## config.mk

```make
export PLATFORM = sky130hd
export DESIGN_NAME = axis_to_uart_tx
export DESIGN_NICKNAME = d
export VERILOG_FILES = /design/src/rtl/uart_pkg.sv /design/src/rtl/uart_baud_gen.sv /design/src/rtl/axis_to_uart_tx.sv
export SDC_FILE = /design/constraint.sdc
export NUM_CORES = 1
export LEC_CHECK = 0
export CAP_MARGIN = 20
export CORE_MARGIN = 2
export CORE_UTILIZATION = 25
export CTS_CLUSTER_DIAMETER = 200
export DETAILED_ROUTE_END_ITERATION = 8
export DONT_BUFFER_PORTS = 1
export GPL_ROUTABILITY_DRIVEN = 0
export PLACE_DENSITY = 0.4
export SKIP_LAST_GASP = 1
export SYNTH_ARGS = -nofsm -noshare
export SYNTH_HDL_FRONTEND = slang
export SYNTH_SLANG_ARGS = --single-unit
```

## constraint.sdc

```tcl
create_clock -name clock -period 2.73 [get_ports clock]
set_clock_uncertainty 0.2 [all_clocks]
set_input_delay 0.4095 -clock clock [delete_from_list [all_inputs] [get_ports clock]]
set_output_delay 0.4095 -clock clock [all_outputs]
set_load 0.03 [all_outputs]
```

## src/rtl/uart_pkg.sv

```systemverilog
// Shared UART transmitter types: FSM state encoding and parity_mode codes.
// Combinational only; no latency.
// No flow control of its own; used by axis_to_uart_tx and its sub-modules.
package uart_pkg;

    localparam logic [1:0] PAR_NONE = 2'b00;
    localparam logic [1:0] PAR_EVEN = 2'b01;
    localparam logic [1:0] PAR_ODD  = 2'b10;

    // PARITY only exists when the parity feature is compiled in.
    typedef enum logic [2:0] {
        IDLE,
        START,
        DATA,
`ifdef AXIS_TO_UART_TX_PARITY_EN
        PARITY,
`endif
        STOP
    } uart_state_t;

endpackage

```

## src/rtl/uart_baud_gen.sv

```systemverilog
// Bit-period timer: one-clock tick at the end of every BAUD_COUNT-clock bit.
// restart zeroes the count so the first tick lands BAUD_COUNT clocks later.
// No backpressure; free-running between restarts.
module uart_baud_gen #(
    parameter int BAUD_COUNT = 16
) (
    input  logic clock,
    input  logic resetn,
    input  logic restart,
    output logic tick
);

    localparam int CW = $clog2(BAUD_COUNT);
    localparam logic [CW-1:0] LAST = CW'(BAUD_COUNT - 1);

    logic [CW-1:0] cnt;

    // Count 0..BAUD_COUNT-1 and wrap; a restart realigns to the start of a bit.
    always_ff @(posedge clock or negedge resetn) begin
        if (!resetn) begin
            cnt <= '0;
        end else if (restart || (cnt == LAST)) begin
            cnt <= '0;
        end else begin
            cnt <= cnt + 1'b1;
        end
    end

    // Tick is decoded from the count alone so the FSM can use it to decide a restart.
    assign tick = (cnt == LAST);

endmodule

```

## src/rtl/axis_to_uart_tx.sv

```systemverilog
// AXI-stream to UART transmitter with FIFO_DEPTH-entry buffer and CTS flow control; parity via AXIS_TO_UART_TX_PARITY_EN.
// Latency: txd falls on the third rising edge after the accepting edge (FIFO empty, ctsn low).
// Backpressure: iready drops when the FIFO is full; frames only start while synchronized ctsn is low.
module axis_to_uart_tx
    import uart_pkg::*;
#(
    parameter int CLOCK_FREQ = 133000000,
    parameter int BAUD_RATE  = 115200,
    parameter int DATA_BITS  = 8,
    parameter int STOP_BITS  = 1,
    parameter int FIFO_DEPTH = 4
) (
    input  logic                          clock,
    input  logic                          resetn,
    input  logic [DATA_BITS-1:0]          idata,
    input  logic                          ivalid,
    output logic                          iready,
    input  logic [1:0]                    parity_mode,
    output logic                          txd,
    input  logic                          ctsn,
    output logic                          busy,
    output logic [$clog2(FIFO_DEPTH):0]   level
);

    localparam int BAUD_COUNT = CLOCK_FREQ / BAUD_RATE;
    localparam int AW = $clog2(FIFO_DEPTH);
    localparam int LW = AW + 1;
    localparam logic [LW-1:0] FULL      = LW'(FIFO_DEPTH);
    localparam logic [3:0]    LAST_DATA = 4'(DATA_BITS - 1);
    localparam logic [3:0]    LAST_STOP = 4'(STOP_BITS - 1);

    // ---------------- ctsn synchronizer ----------------
    logic cts_meta;
    logic cts_sync;

    // Two flops reset to "deasserted" so nothing is sent until ctsn is seen low.
    always_ff @(posedge clock or negedge resetn) begin
        if (!resetn) begin
            cts_meta <= 1'b1;
            cts_sync <= 1'b1;
        end else begin
            cts_meta <= ctsn;
            cts_sync <= cts_meta;
        end
    end

    // ---------------- input FIFO ----------------
    logic [DATA_BITS-1:0] mem [FIFO_DEPTH];
    logic [AW-1:0]        wr_ptr;
    logic [AW-1:0]        rd_ptr;
    logic [LW-1:0]        level_nxt;
    logic [LW-1:0]        avail;
    logic [LW-1:0]        avail_nxt;
    logic [1:0]           push_d;
    logic                 push;
    logic                 pop;
    logic [DATA_BITS-1:0] rd_data;

    assign push    = ivalid && iready;
    assign rd_data = mem[rd_ptr];

    // Storage needs no reset; the pointers define which entries are live.
    always_ff @(posedge clock) begin
        if (push) begin
            mem[wr_ptr] <= idata;
        end
    end

    // Occupancy seen by the stream side, and occupancy visible to the transmitter.
    always_comb begin
        level_nxt = level;
        if (push && !pop) begin
            level_nxt = level + LW'(1);
        end else if (!push && pop) begin
            level_nxt = level - LW'(1);
        end
        avail_nxt = avail;
        if (push_d[1] && !pop) begin
            avail_nxt = avail + LW'(1);
        end else if (!push_d[1] && pop) begin
            avail_nxt = avail - LW'(1);
        end
    end

    // Pointers, counts and registered iready. A written entry becomes eligible
    // for transmission two clocks after its write, which fixes the accept-to-start
    // latency at three clocks; avail never exceeds level, so pops never underflow.
    always_ff @(posedge clock or negedge resetn) begin
        if (!resetn) begin
            wr_ptr <= '0;
            rd_ptr <= '0;
            level  <= '0;
            avail  <= '0;
            push_d <= '0;
            iready <= 1'b0;
        end else begin
            wr_ptr <= wr_ptr + AW'(push);
            rd_ptr <= rd_ptr + AW'(pop);
            level  <= level_nxt;
            avail  <= avail_nxt;
            push_d <= {push_d[0], push};
            iready <= (level_nxt != FULL);
        end
    end

    // ---------------- baud timing ----------------
    logic tick;
    logic start_frame;

    uart_baud_gen #(
        .BAUD_COUNT (BAUD_COUNT)
    ) u_baud (
        .clock   (clock),
        .resetn  (resetn),
        .restart (start_frame),
        .tick    (tick)
    );

    // ---------------- frame FSM ----------------
    uart_state_t          state;
    logic [DATA_BITS-1:0] shreg;
    logic [3:0]           bit_idx;
    logic                 last_stop;

`ifdef AXIS_TO_UART_TX_PARITY_EN
    logic par_en;
    logic par_bit;
`else
    wire unused_parity_mode = ^parity_mode;
`endif

    // A frame starts from IDLE, or directly from the end of the last stop bit
    // so queued words go out with no idle clocks between them.
    always_comb begin
        last_stop   = (state == STOP) && tick && (bit_idx == LAST_STOP);
        start_frame = (avail != '0) && !cts_sync && ((state == IDLE) || last_stop);
        pop         = start_frame;
    end

    // Frame sequencing with registered txd/busy; a new start overrides everything.
    always_ff @(posedge clock or negedge resetn) begin
        if (!resetn) begin
            state   <= IDLE;
            txd     <= 1'b1;
            busy    <= 1'b0;
            shreg   <= '0;
            bit_idx <= '0;
`ifdef AXIS_TO_UART_TX_PARITY_EN
            par_en  <= 1'b0;
            par_bit <= 1'b0;
`endif
        end else if (start_frame) begin
            state   <= START;
            txd     <= 1'b0;
            busy    <= 1'b1;
            shreg   <= rd_data;
            bit_idx <= '0;
`ifdef AXIS_TO_UART_TX_PARITY_EN
            par_en  <= (parity_mode == PAR_EVEN) || (parity_mode == PAR_ODD);
            par_bit <= (parity_mode == PAR_ODD) ? ~(^rd_data) : (^rd_data);
`endif
        end else if (tick) begin
            case (state)
                START: begin
                    state   <= DATA;
                    txd     <= shreg[0];
                    shreg   <= shreg >> 1;
                    bit_idx <= '0;
                end
                DATA: begin
                    if (bit_idx == LAST_DATA) begin
                        bit_idx <= '0;
`ifdef AXIS_TO_UART_TX_PARITY_EN
                        if (par_en) begin
                            state <= PARITY;
                            txd   <= par_bit;
                        end else begin
                            state <= STOP;
                            txd   <= 1'b1;
                        end
`else
                        state <= STOP;
                        txd   <= 1'b1;
`endif
                    end else begin
                        bit_idx <= bit_idx + 4'd1;
                        txd     <= shreg[0];
                        shreg   <= shreg >> 1;
                    end
                end
`ifdef AXIS_TO_UART_TX_PARITY_EN
                PARITY: begin
                    state   <= STOP;
                    txd     <= 1'b1;
                    bit_idx <= '0;
                end
`endif
                STOP: begin
                    if (bit_idx == LAST_STOP) begin
                        state <= IDLE;
                        txd   <= 1'b1;
                        busy  <= 1'b0;
                    end else begin
                        bit_idx <= bit_idx + 4'd1;
                    end
                end
                default: begin
                end
            endcase
        end
    end

endmodule

```

==> flow_metrics.env <==
export IMPL_post_drt_wl_per_cell_um=13.30
export IMPL_crit_required_ns=2.75
export IMPL_grt_pass1_vias=2040
export IMPL_drt_total_wl_um=6103
export IMPL_netSwitchingPower_mw=1.267
export IMPL_area_growth_pct=25.30
export IMPL_setup_worst_path_start_class="flop"
export IMPL_antenna_found_initial=0
export IMPL_die_area_um2=13910
export IMPL_instances_no_fill=459
export IMPL_fmax_mhz=376.1
export IMPL_setup_viol=0
export IMPL_cts_buffers=9
export IMPL_ys_async_sr_fraction_pct=56.76
export IMPL_p_per_area_nw_per_um2=975.9
export IMPL_portBuffers=0
export IMPL_post_place_ws_ns=0.001851
export IMPL_arrival_ns=2.68
export IMPL_die_h_um=117.9
export IMPL_rows=41
export IMPL_htreeDepth=3
export IMPL_grt_setup_unrepaired="yes"
export IMPL_fin_crit_ns=2.659
export IMPL_start_util_pct=25.60
export IMPL_setup_tns_ns=0
export IMPL_leakagePower_nw=1.613
export IMPL_pin_count=20
export IMPL_netlist_area_um2=3244
export IMPL_synth_area_top_cells="dfrtp_1 30%, edfxtp_1 30%, mux4_2 5.6%"
export IMPL_synth_top_cell_by_area="dfrtp_1"
export IMPL_slew_headroom_pct=63.18
export IMPL_critPathKind="flop to flop"
export IMPL_cts_tree="yes"
export IMPL_synth_top_area_share_pct=30.08
export IMPL_endpoint_kind="flop"
export IMPL_cts_root_buf="clkbuf_16"
export IMPL_clock_sinks=74
export IMPL_min_path_type="flop to flop"
export IMPL_r2r_start="u_baud.cnt[6]"
export IMPL_core_um2=12670
export IMPL_intPower_mw=2.700
export IMPL_vdd_drop_max_mv=0.4478
export IMPL_drive_gt1_share_pct=21.60
export IMPL_fillers=1286
export IMPL_antenna_diode_count=0
export IMPL_postRouteAntennaNets=0
export IMPL_r2r_end="avail[1]"
export IMPL_fin_nets=306
export IMPL_synth_cell_types=49
export IMPL_total_power_mw=3.967
export IMPL_via_per_inst=4.194
export IMPL_crit_fanout=3
export IMPL_drt_iter0_drc=90
export IMPL_firstDrtPassIters=4
export IMPL_p_seq_share_pct=43.7
export IMPL_synthMostInstantiatedCell="dfrtp_1"
export IMPL_ys_warn_count=0
export IMPL_clock_latency_ns=0.33
export IMPL_clkTransAtPathRegs_ns=0.06
export IMPL_synth_common_cells="39 x dfrtp_1, 32 x edfxtp_1, 25 x nor2_1, 16 x nand2_1, 12 x inv_1"
export IMPL_hold_viol=0
export IMPL_grt_overflow_total=0
export IMPL_crit_path_end="avail[1]"
export IMPL_r2r_cells=8
export IMPL_synth_nets=268
export IMPL_critPathLaunch="u_baud.cnt[6]"
export IMPL_dp_cells=431
export IMPL_syn_inst=244
export IMPL_fin_crit_sh_pct=97.40
export IMPL_route_vias_total=1925
export IMPL_drc_errors=0
export IMPL_finish_utilization_pct=32.08
export IMPL_layout_setup_ws_ns=0.07088
export IMPL_critPathSlowestCell="or4b_4"
export IMPL_crit_buf_inv=2
export IMPL_multi_input_area_um2=1176
export IMPL_regArea_um2=2016
export IMPL_synth_edf_count=32
export IMPL_cp_depth=8
export IMPL_hold_depth=0
export IMPL_ys_seq_area_share_pct=62.13
export IMPL_drv_cap=0
export IMPL_outcome="finished clean"
export IMPL_synth_seq_cells=74
export IMPL_grt_usage_pct=9.779
export IMPL_synth_ff_type="dfrtp_1"
export IMPL_grt_max_degree=43
export IMPL_final_max_slew_viol_count=0
export IMPL_switching_share_pct=31.94
export IMPL_path_delay_family="simple AND/OR/NAND/NOR gates"
export IMPL_dp_hpwl_um=4081
export IMPL_clockBufferDepth=2
export IMPL_die_w_um=117.9
export IMPL_grt_pass1_wl_um=10380
export IMPL_cp_cell_sequence="or4b_4 -> and4bb_1 -> o21a_2 -> inv_2 -> ha_4 -> inv_1 -> fa_1 -> mux2_2"
export IMPL_combPwrFrac_pct=26.5
export IMPL_clkPwrFrac_pct=29.8
export IMPL_max_stage_delay_ns=0.55
export IMPL_syn_avg_cell_area_um2=13.30
export IMPL_worstMarginPinSlew_ns=0.5523
export IMPL_reg2reg_slack_ns=0.07
==> layout by cell type, fill, tap and decap left out, types with 2 or more instances in the layout <==
cell and n:
xor2_1 6, dlygate4sd3_1 10, a21oi_1 9, mux2_2 2, nor3b_1 2, o22ai_1 2
buf_4 22, or4b_4 2, o21ai_0 10, nand3_1 4, xnor2_1 10, and3_1 6
clkbuf_16 9, mux2i_1 7, ha_1 8, nor3_1 4, inv_6 2, clkinv_4 2
o21ai_1 2, dfstp_2 3, nand2_1 16, inv_1 12, mux4_2 8, edfxtp_1 32
clkinv_1 2, nor2_1 25, dfrtp_1 39, nor2b_1 2
==> metal layers <==
layer | global-route usage [%] | up-vias | part of all wire (%)
met1 | 11.88 | 942 | 48
li1 | - | 950 | -
met5 | 0 | - | 0
met3 | 3.343 | 7 | 3.4
met2 | 15.73 | 26 | 48
met4 | 4.292 | 0 | 1.1
==> kinds of logic after synthesis <==
| family | count (synthesis) | synth area share [%] |
|---|---|---|
| flops | 74 | 62.13 |
| buf+inv | 21 | 2.584 |
| mux | 18 | 9.101 |
| fa+ha+maj | 11 | 4.397 |
| compound gates | 33 | 6.171 |
| xor+xnor | 17 | 4.821 |
| simple gates | 70 | 10.80 |
==> worst min path at each step <==
stage / startpoint / slack [ns] / end
after global placement: resetn / -0.09 / bit_idx[0]
after global routing: push_d[0] / 0.15 / push_d[1]
after CTS: push_d[0] / 0.15 / push_d[1]
final: push_d[0] / 0.15 / push_d[1]
after detailed placement: resetn / -0.08 / bit_idx[1]
after floorplan: resetn / -0.09 / avail[0]
==> power groups by stage <==
stage	Combinational [mW]	Clock [mW]	Sequential, mW
floorplan	0.801	0	1.67
global placement	0.981	0	1.77
detailed placement	0.998	0	1.77
CTS	1.04	1.23	1.75
global route	1.20	1.28	1.78
finish	1.05	1.18	1.73
==> repair_timing <==
action,in CTS,in global routing
endpoints found under the setup margin,1,3
setup buffers,0,2
gates resized for setup,0,8
pin swaps,1,4
hold buffers,11,0
hold endpoints to repair,75,0
==> flip-flops by register name, summed over array words and instances, names as in the netlist, 2 cells and up <==
name,cells
push_d,2
u_baud.cnt,11
avail,3
shreg,8
wr_ptr,2
level,3
bit_idx,4
mem,32
rd_ptr,2
state,2
==> worst reg2reg max path, cell delays in order, from the launching register on <==
cell	delay, ns
dfrtp_1	0.38
or4b_4	0.55
and4bb_1	0.34
o21a_2	0.15
inv_2	0.05
ha_4	0.15
inv_1	0.06
fa_1	0.40
mux2_2	0.26
==> through the flow <==
step                      hold slack (ns)  cell area [um2]
after detailed placement         -0.08438             3593
after global placement           -0.08510             3593
after floorplan                  -0.08609             3244
after CTS                          0.1528             4023
final                              0.1509             4065
after global routing               0.1523             4065
==> final cells by class <==
class                      count  share of cell area, %
clock inverter                 7                  1.878
clock buffer                   9                  5.540
multi-input combinational    149                  28.93
sequential                    74                  49.58
tap                          172                  5.294
timing repair buffer          34                  7.479
inverter                      14                  1.293
Power figures use the tool's default switching activity.
